$ cat config.mk
export PLATFORM = sky130hd
export DESIGN_NAME = traffic_light_monitor
export DESIGN_NICKNAME = d
export VERILOG_FILES = /design/src/rtl/traffic_light_monitor.sv
export SDC_FILE = /design/constraint.sdc
export NUM_CORES = 1
export LEC_CHECK = 0
export BUFFER_PORTS_ARGS = -buffer_cell sky130_fd_sc_hd__buf_2
export CORE_AREA = 2 2 65 61
export CTS_BUF_LIST = sky130_fd_sc_hd__clkbuf_8 sky130_fd_sc_hd__clkbuf_16
export CTS_CLUSTER_DIAMETER = 200
export DETAILED_ROUTE_END_ITERATION = 16
export DIE_AREA = 0 0 67 63
export HOLD_SLACK_MARGIN = 0.06
export PLACE_DENSITY = 0.69
export SETUP_SLACK_MARGIN = 0.05
export SLEW_MARGIN = 20
export SYNTH_ARGS = -nofsm -noshare
export SYNTH_HDL_FRONTEND = slang
export SYNTH_SLANG_ARGS = --single-unit
$ cat constraint.sdc
create_clock -name clk -period 5.1 [get_ports clk]
set_input_delay 1.02 -clock clk [delete_from_list [all_inputs] [get_ports clk]]
set_output_delay 1.02 -clock clk [all_outputs]
set_load 0.01 [all_outputs]
$ cat src/rtl/traffic_light_monitor.sv
// Passive checker for a traffic-light controller: follows RED->GREEN->YELLOW->RED,
// checks one-hot lights, phase order, phase length and countdown, and counts legal cycles.
module traffic_light_monitor #(
  parameter int GREEN_LEN  = 8,
  parameter int YELLOW_LEN = 3,
  parameter int RED_LEN    = 10
) (
  input  logic       clk,
  input  logic       reset,
  input  logic       green_light,
  input  logic       yellow_light,
  input  logic       red_light,
  input  logic [3:0] cnt,
  input  logic       clr_err,
  output logic       locked,
  output logic [1:0] phase,
  output logic       err,
  output logic [2:0] err_code,
  output logic [7:0] cycle_count
);

  localparam logic [1:0] PH_NONE   = 2'd0;
  localparam logic [1:0] PH_RED    = 2'd1;
  localparam logic [1:0] PH_GREEN  = 2'd2;
  localparam logic [1:0] PH_YELLOW = 2'd3;

  localparam logic ST_SYNC  = 1'b0;
  localparam logic ST_TRACK = 1'b1;

  localparam logic [4:0] L_RED    = 5'(RED_LEN);
  localparam logic [4:0] L_GREEN  = 5'(GREEN_LEN);
  localparam logic [4:0] L_YELLOW = 5'(YELLOW_LEN);

  logic       r_state;
  logic [1:0] r_phase;
  logic [4:0] r_dur;
  logic       r_locked;
  logic       r_err;
  logic [2:0] r_err_code;
  logic [7:0] r_cycle_count;

  logic       w_onehot;
  logic [1:0] w_light;
  logic       w_same;
  logic       w_is_succ;
  logic [4:0] w_dur_inc;
  logic [4:0] w_len_cur;
  logic [4:0] w_len_new;
  logic [4:0] w_exp_same;
  logic [4:0] w_exp_new;
  logic [2:0] w_code;

  function automatic logic [4:0] len_of(input logic [1:0] p);
    case (p)
      PH_RED:    return L_RED;
      PH_GREEN:  return L_GREEN;
      PH_YELLOW: return L_YELLOW;
      default:   return 5'd0;
    endcase
  endfunction

  function automatic logic [1:0] succ_of(input logic [1:0] p);
    case (p)
      PH_RED:    return PH_GREEN;
      PH_GREEN:  return PH_YELLOW;
      PH_YELLOW: return PH_RED;
      default:   return PH_NONE;
    endcase
  endfunction

  always_comb begin
    w_onehot = 1'b1;
    w_light  = PH_NONE;
    case ({red_light, green_light, yellow_light})
      3'b100:  w_light = PH_RED;
      3'b010:  w_light = PH_GREEN;
      3'b001:  w_light = PH_YELLOW;
      default: w_onehot = 1'b0;
    endcase
    w_same     = (w_light == r_phase);
    w_is_succ  = (w_light == succ_of(r_phase));
    w_dur_inc  = r_dur + 5'd1;
    w_len_cur  = len_of(r_phase);
    w_len_new  = len_of(w_light);
    // Only meaningful while dur < LEN, so the result never wraps and bit 4 is zero.
    w_exp_same = w_len_new - 5'd1 - w_dur_inc;
    w_exp_new  = w_len_new - 5'd1;

    // Priority order makes the lowest code win when several checks fail together.
    w_code = 3'd0;
    if (!w_onehot) begin
      w_code = 3'd1;
    end else if (r_state == ST_SYNC) begin
      if (r_phase != PH_NONE && !w_same && !w_is_succ) w_code = 3'd2;
    end else if (w_same) begin
      if (w_dur_inc == w_len_cur)           w_code = 3'd4;
      else if ({1'b0, cnt} != w_exp_same)   w_code = 3'd5;
    end else if (!w_is_succ) begin
      w_code = 3'd2;
    end else if (w_dur_inc < w_len_cur) begin
      w_code = 3'd3;
    end else if ({1'b0, cnt} != w_exp_new) begin
      w_code = 3'd5;
    end
  end

  always_ff @(posedge clk) begin
    if (reset) begin
      r_state       <= ST_SYNC;
      r_phase       <= PH_NONE;
      r_dur         <= 5'd0;
      r_locked      <= 1'b0;
      r_err         <= 1'b0;
      r_err_code    <= 3'd0;
      r_cycle_count <= 8'd0;
    end else if (w_code != 3'd0) begin
      // An error in the same cycle as a clear is latched as the new first error.
      if (!r_err || clr_err) begin
        r_err      <= 1'b1;
        r_err_code <= w_code;
      end
      r_state  <= ST_SYNC;
      r_locked <= 1'b0;
      r_phase  <= w_light;
      r_dur    <= 5'd0;
    end else begin
      if (clr_err) begin
        r_err      <= 1'b0;
        r_err_code <= 3'd0;
      end
      if (r_state == ST_SYNC) begin
        r_phase <= w_light;
        r_dur   <= 5'd0;
        if (r_phase != PH_NONE && !w_same) begin
          r_state  <= ST_TRACK;
          r_locked <= 1'b1;
        end
      end else if (w_same) begin
        r_dur <= w_dur_inc;
      end else begin
        r_phase <= w_light;
        r_dur   <= 5'd0;
        // Only cycles observed while tracking count as completed.
        if (r_phase == PH_YELLOW && r_cycle_count != 8'hFF)
          r_cycle_count <= r_cycle_count + 8'd1;
      end
    end
  end

  assign locked      = r_locked;
  assign phase       = r_phase;
  assign err         = r_err;
  assign err_code    = r_err_code;
  assign cycle_count = r_cycle_count;

endmodule

* Yosys cells after proc, flatten, opt, wreduce, memory -nomap -nowiden *
Cells that the tools add are included.

storage, ports and cells
  input bits = 10
  logic and storage cells = 73
  output and inout bits = 15
  register bits = 21

cells by class
  mux-type cells = 25
  reduce and logical (&&, ||, !) cells = 16
  add/subtract/negate cells = 4
  bitwise gates (word level) = 3
  equal/unequal tests = 17
  $lt $le $gt $ge = 1

operators by type and width
  cell                                               count
  two-way mux 3 bit                                  11
  case mux 4 bit (3 select lines)                    2
  case mux 2 bit (3 select lines)                    2
  != test 4 x 5 -> 1 bit                             2
  adder 8 x 1 -> 8 bit (second input constant)       1
  == test 2 bit (second input constant)              4
  two-way mux 2 bit                                  4
  != test 8 bit (second input constant)              1
  two-way mux 1 bit                                  6
  adder 5 x 1 -> 5 bit (second input constant)       1
  == test 5 bit                                      1
  < comparator 5 bit                                 1
  subtractor 5 x 1 -> 5 bit (second input constant)  1
  subtractor 5 bit                                   1
  == test 2 x 1 -> 1 bit (second input constant)     2
  == test 2 bit                                      2
  AND reduction 2 bit                                2
  AND reduction 4 bit                                1
  nonzero test 2 bit                                 2
  OR reduction 4 bit                                 1
  == test 3 x 1 -> 1 bit (second input constant)     1
  == test 3 x 2 -> 1 bit (second input constant)     1
  == test 3 bit (second input constant)              1
  logical AND 1 bit                                  3
  other kinds (8)                                    12

* Longest topological paths before layout *
  depth after elaboration = 15
  depth in mapped cells = 14
  depth with buffers taken out = 13

* Least setup slack after synthesis *
Ideal clock, no wire load.

  path type = input -> register
  from = input green_light
  to = register r_cycle_count[5] (netlist: cycle_count[5])
  stages on the path = 12
  setup time = 0.121 ns
  path slack = 1.394 ns
  data required time = 4.979 ns
  data arrival time = 3.585 ns
  path buffers = 1
  path through = clkbuf_1 -> nor2_1 -> ha_1 -> fa_1 -> nor2b_1 -> o21ai_0 -> a21oi_1 -> o2111a_1 -> a311o_2 -> nand3_4 -> or3_4 -> mux2_4

between the ends
  longest elaborated chain between the ends = 15
  elaborated cells on any way between the ends = 33

ends and longest elaborated chain
  item                                                         line     RTL
  from (decl)                                                  10       input logic green_light,
  == test 3 x 1 -> 1 bit, or another cell as far along         74       case ({red_light, green_light, yellow_light})
  case mux 2 bit (3 select lines)                              74
  == test 2 bit or == test 2 x 1 -> 1 bit (tied branches)      54       case (p)
  case mux 4 bit (3 select lines)                              54
  subtractor 5 x 1 -> 5 bit                                    86, 87
  subtractor 5 bit or != test 4 x 5 -> 1 bit (tied branches)   86, 102
  != test 4 x 5 -> 1 bit or two-way mux 3 bit (tied branches)  97, 102
  two-way mux 3 bit (on tied branches)                         97, 100
  two-way mux 3 bit (on tied branches)                         96, 98
  two-way mux 3 bit                                            95       end else if (w_same) begin
  two-way mux 3 bit                                            93       end else if (r_state == ST_SYNC) begin
  two-way mux 3 bit                                            91       if (!w_onehot) begin
  nonzero test 3 bit                                           116      end else if (w_code != 3'd0) begin
  NOT 1 bit (no line)                                          --
  AND reduction 4 bit (no line) (*)                            --
  to (signal assigned)                                         145      r_cycle_count <= r_cycle_count + 8'd1;
  to (decl)                                                    40       logic [7:0] r_cycle_count;

Every way passes the cells marked *; elsewhere a longest branch is shown, timed or not.
A chain may end at the register's enable or synchronous reset.

* Worst setup path after layout *
Same ends and word-level chain as after synthesis.

==> reports/qor.txt <==
slew of the pin with the lowest slew margin = 0.442 ns
RSZ-0062 raised after global routing = false
ys async rst share = 0
Final Hold Viols = 0
pre-CTS setup slack = 1.15 ns
maximum vdd drop = 0.000219 V
largest cells by area after synthesis = dfxtp_1 25%, ha_1 10%, nor2_1 4.6%
Hold-fix buffers, CTS = 0
Post-Synth Adder-Cell Area = 0.121
slew margin rel. = 0.703
Required @ worst endpoint = 5.25 ns
max cap viols = 0
most common cell after layout, fill and taps aside = buf_2
Syn Nets = 226
Starting Density = 0.477
Worst Setup Start Kind = input pin
most frequent cells in the layout = 24 x buf_2, 21 x nor2_1, 21 x dfxtp_1
combined area of the multi-input logic cells = 0.00120 mm^2
final cell count without fillers = 269
die area = 0.00422 mm^2
global-route wire length before repair = 6020 um
Power Total = 0.365 mW
NumNets Final = 249
antenna violations before repair = 0
LEAKAGE = 0.783 nW
vias in the first global route = 1322
P&R area growth vs syn = 11.2%
row cnt = 21
post-synthesis compound-gate area fraction = 0.195
fraction of layout cells with a size suffix above 1 = 0.193
Post-Route WL = 3430 um
HPWL after DPL = 2650 um
fill cell count = 347
flip-flop and latch count after synthesis = 21
Synth cell types = 65
period utilization = 0.731
Synth Instances = 201
fin. max-slew vios = 0
Clk Latency, worst-skew pair = 0.26 ns
largest net degree at the start of global routing = 24
simple-gate share of the synthesized area = 0.291
Via-to-Cell Ratio = 5.57
Die W = 67 um
CTS Buf Count = 3
Hold WC Path Type = reg -> reg
top_reg_cell synth = dfxtp_1
Yosys warning count = 0
sequential area share after synthesis = 0.247
GP Congestion = 0.884
post-synthesis cell area = 0.00171 mm^2
Yosys top cell area share = 0.247
maximum clock rate = 0.268 GHz
# clock sinks = 21
TritonCTS clock tree = done
syn avg cell area = 8.48 um^2
Die Y = 63 um
Remaining Overflow, GRT = 0
Final ANT Viol Nets = 0
Starting DRT DRC Count = 74
register area = 420 um^2
status = completed
pwr dens = 192 mW/mm^2
Post-CTS Setup Bufs = 0
mux contribution to synthesized area = 0.0271
buffer depth of the longest clock path = 2
XOR/XNOR Fraction of Synth Area = 0.0719
CP Class = in -> reg
leading area contributor after synthesis = dfxtp_1
Initial DRT Pass Iterations = 4
largest family of logic cells by synthesized area = simple AND/OR/NAND/NOR gates
EDFF count, synth = 0
WP data arrival = 3.88 ns
PostCTS Resize Cnt = 0
clk root buf = clkbuf_8
clk_skew = 0.00355 ns
Ports = 25
Inst Count DP = 265
CP endpoint kind = flop
Tmin final = 3.73 ns
Setup TNS = 0 ns
Core ar. = 0.00357 mm^2
Worst Slack Setup Final = 1.37 ns
vias = 1499
clock-pin slew on the worst setup and hold paths = 0.07 ns
# diodes = 0
hold slack = 0.481 ns
gr usage total = 0.179
final-report setup violation count = 0
critical path fanouts, max = 16
DR WL/cell = 12.7 um
Post-route DRC = 0
H-Tree Depth = 1
Port Buffer Count = 24
==> per-stage QoR <==
| stage | utilization | area [um^2] |
|---|---|---|
| after global placement | 0.518 | 1850 |
| final | 0.531 | 1900 |
| after detailed placement | 0.518 | 1850 |
| after CTS | 0.531 | 1900 |
| after floorplan | - | 1710 |
| after global routing | 0.531 | 1900 |
==> registers in the layout (all words and copies together), names as in the netlist <==
signal	flops
r_dur	5
phase	2
err_code	3
cycle_count	8
err	1
r_state	1
locked	1
==> Yosys cell counts (2+ instances only) <==
library cell,n
nand3_1,5
a31oi_1,2
or3_1,2
ha_1,14
xor2_1,5
or4_1,2
nand4_1,3
nor3_1,3
clkbuf_1,3
nor2_1,21
o211ai_1,2
nand2b_1,2
nor3b_1,4
o41ai_1,2
nand2_1,13
buf_2,2
o22ai_1,2
o21ai_0,6
nand3b_1,3
and3b_1,2
a32o_1,2
inv_1,13
a21oi_1,7
mux2i_1,2
nand4bb_1,2
and3_1,2
nor2b_1,7
nor4_1,2
o21bai_1,2
dfxtp_1,21
xnor2_1,9
==> critical path, stage by stage <==
cell      delay (ns)
buf_2           0.25
nor2_1          0.08
nand2_1         0.13
inv_1           0.11
nor2_1          0.18
ha_1            0.31
nor2b_1         0.15
o21ai_0         0.20
and3_1          0.19
o2111a_1        0.19
a311o_2         0.22
nand3_4         0.13
or3_4           0.41
mux2_4          0.29
==> layer usage <==
metal  routed length, um  vias up  track usage
met2                1490       29        0.270
met4                  10        0       0.0230
met5                   0        -            0
li1                    -      780            -
met1                1780      688        0.266
met3                 145        2       0.0378
==> where the power goes <==
group | switching [mW] | internal [mW] | leakage, nW
Clock | 0.0512 | 0.0543 | 0.0255
Combinational | 0.0487 | 0.0377 | 0.587
Sequential | 0.00477 | 0.168 | 0.170
==> final cells by class <==
cell class                 instances  area share
clock buffer                       3      0.0218
clock inverter                     1     0.00264
inverter                          13      0.0257
multi-input combinational        161       0.635
sequential                        21       0.222
tap                               46      0.0303
timing repair buffer              24      0.0633
==> worst paths after layout <==
check	from	to	slack, ns	depth (start not counted)
worst max-delay path	green_light	cycle_count[5]	1.37	14
worst min-delay path	err_code[2]	err_code[2]	0.48	2
worst max register to register	phase[1]	cycle_count[5]	1.65	12
worst min register to register	err_code[2]	err_code[2]	0.48	2
==> logic make-up after synthesis <==
group           count (synthesis)
buf+inv                        19
mux                             4
flops                          21
simple gates                   84
fa+ha+maj                      16
xor+xnor                       14
compound gates                 43
Power figures use the tool's default switching activity.
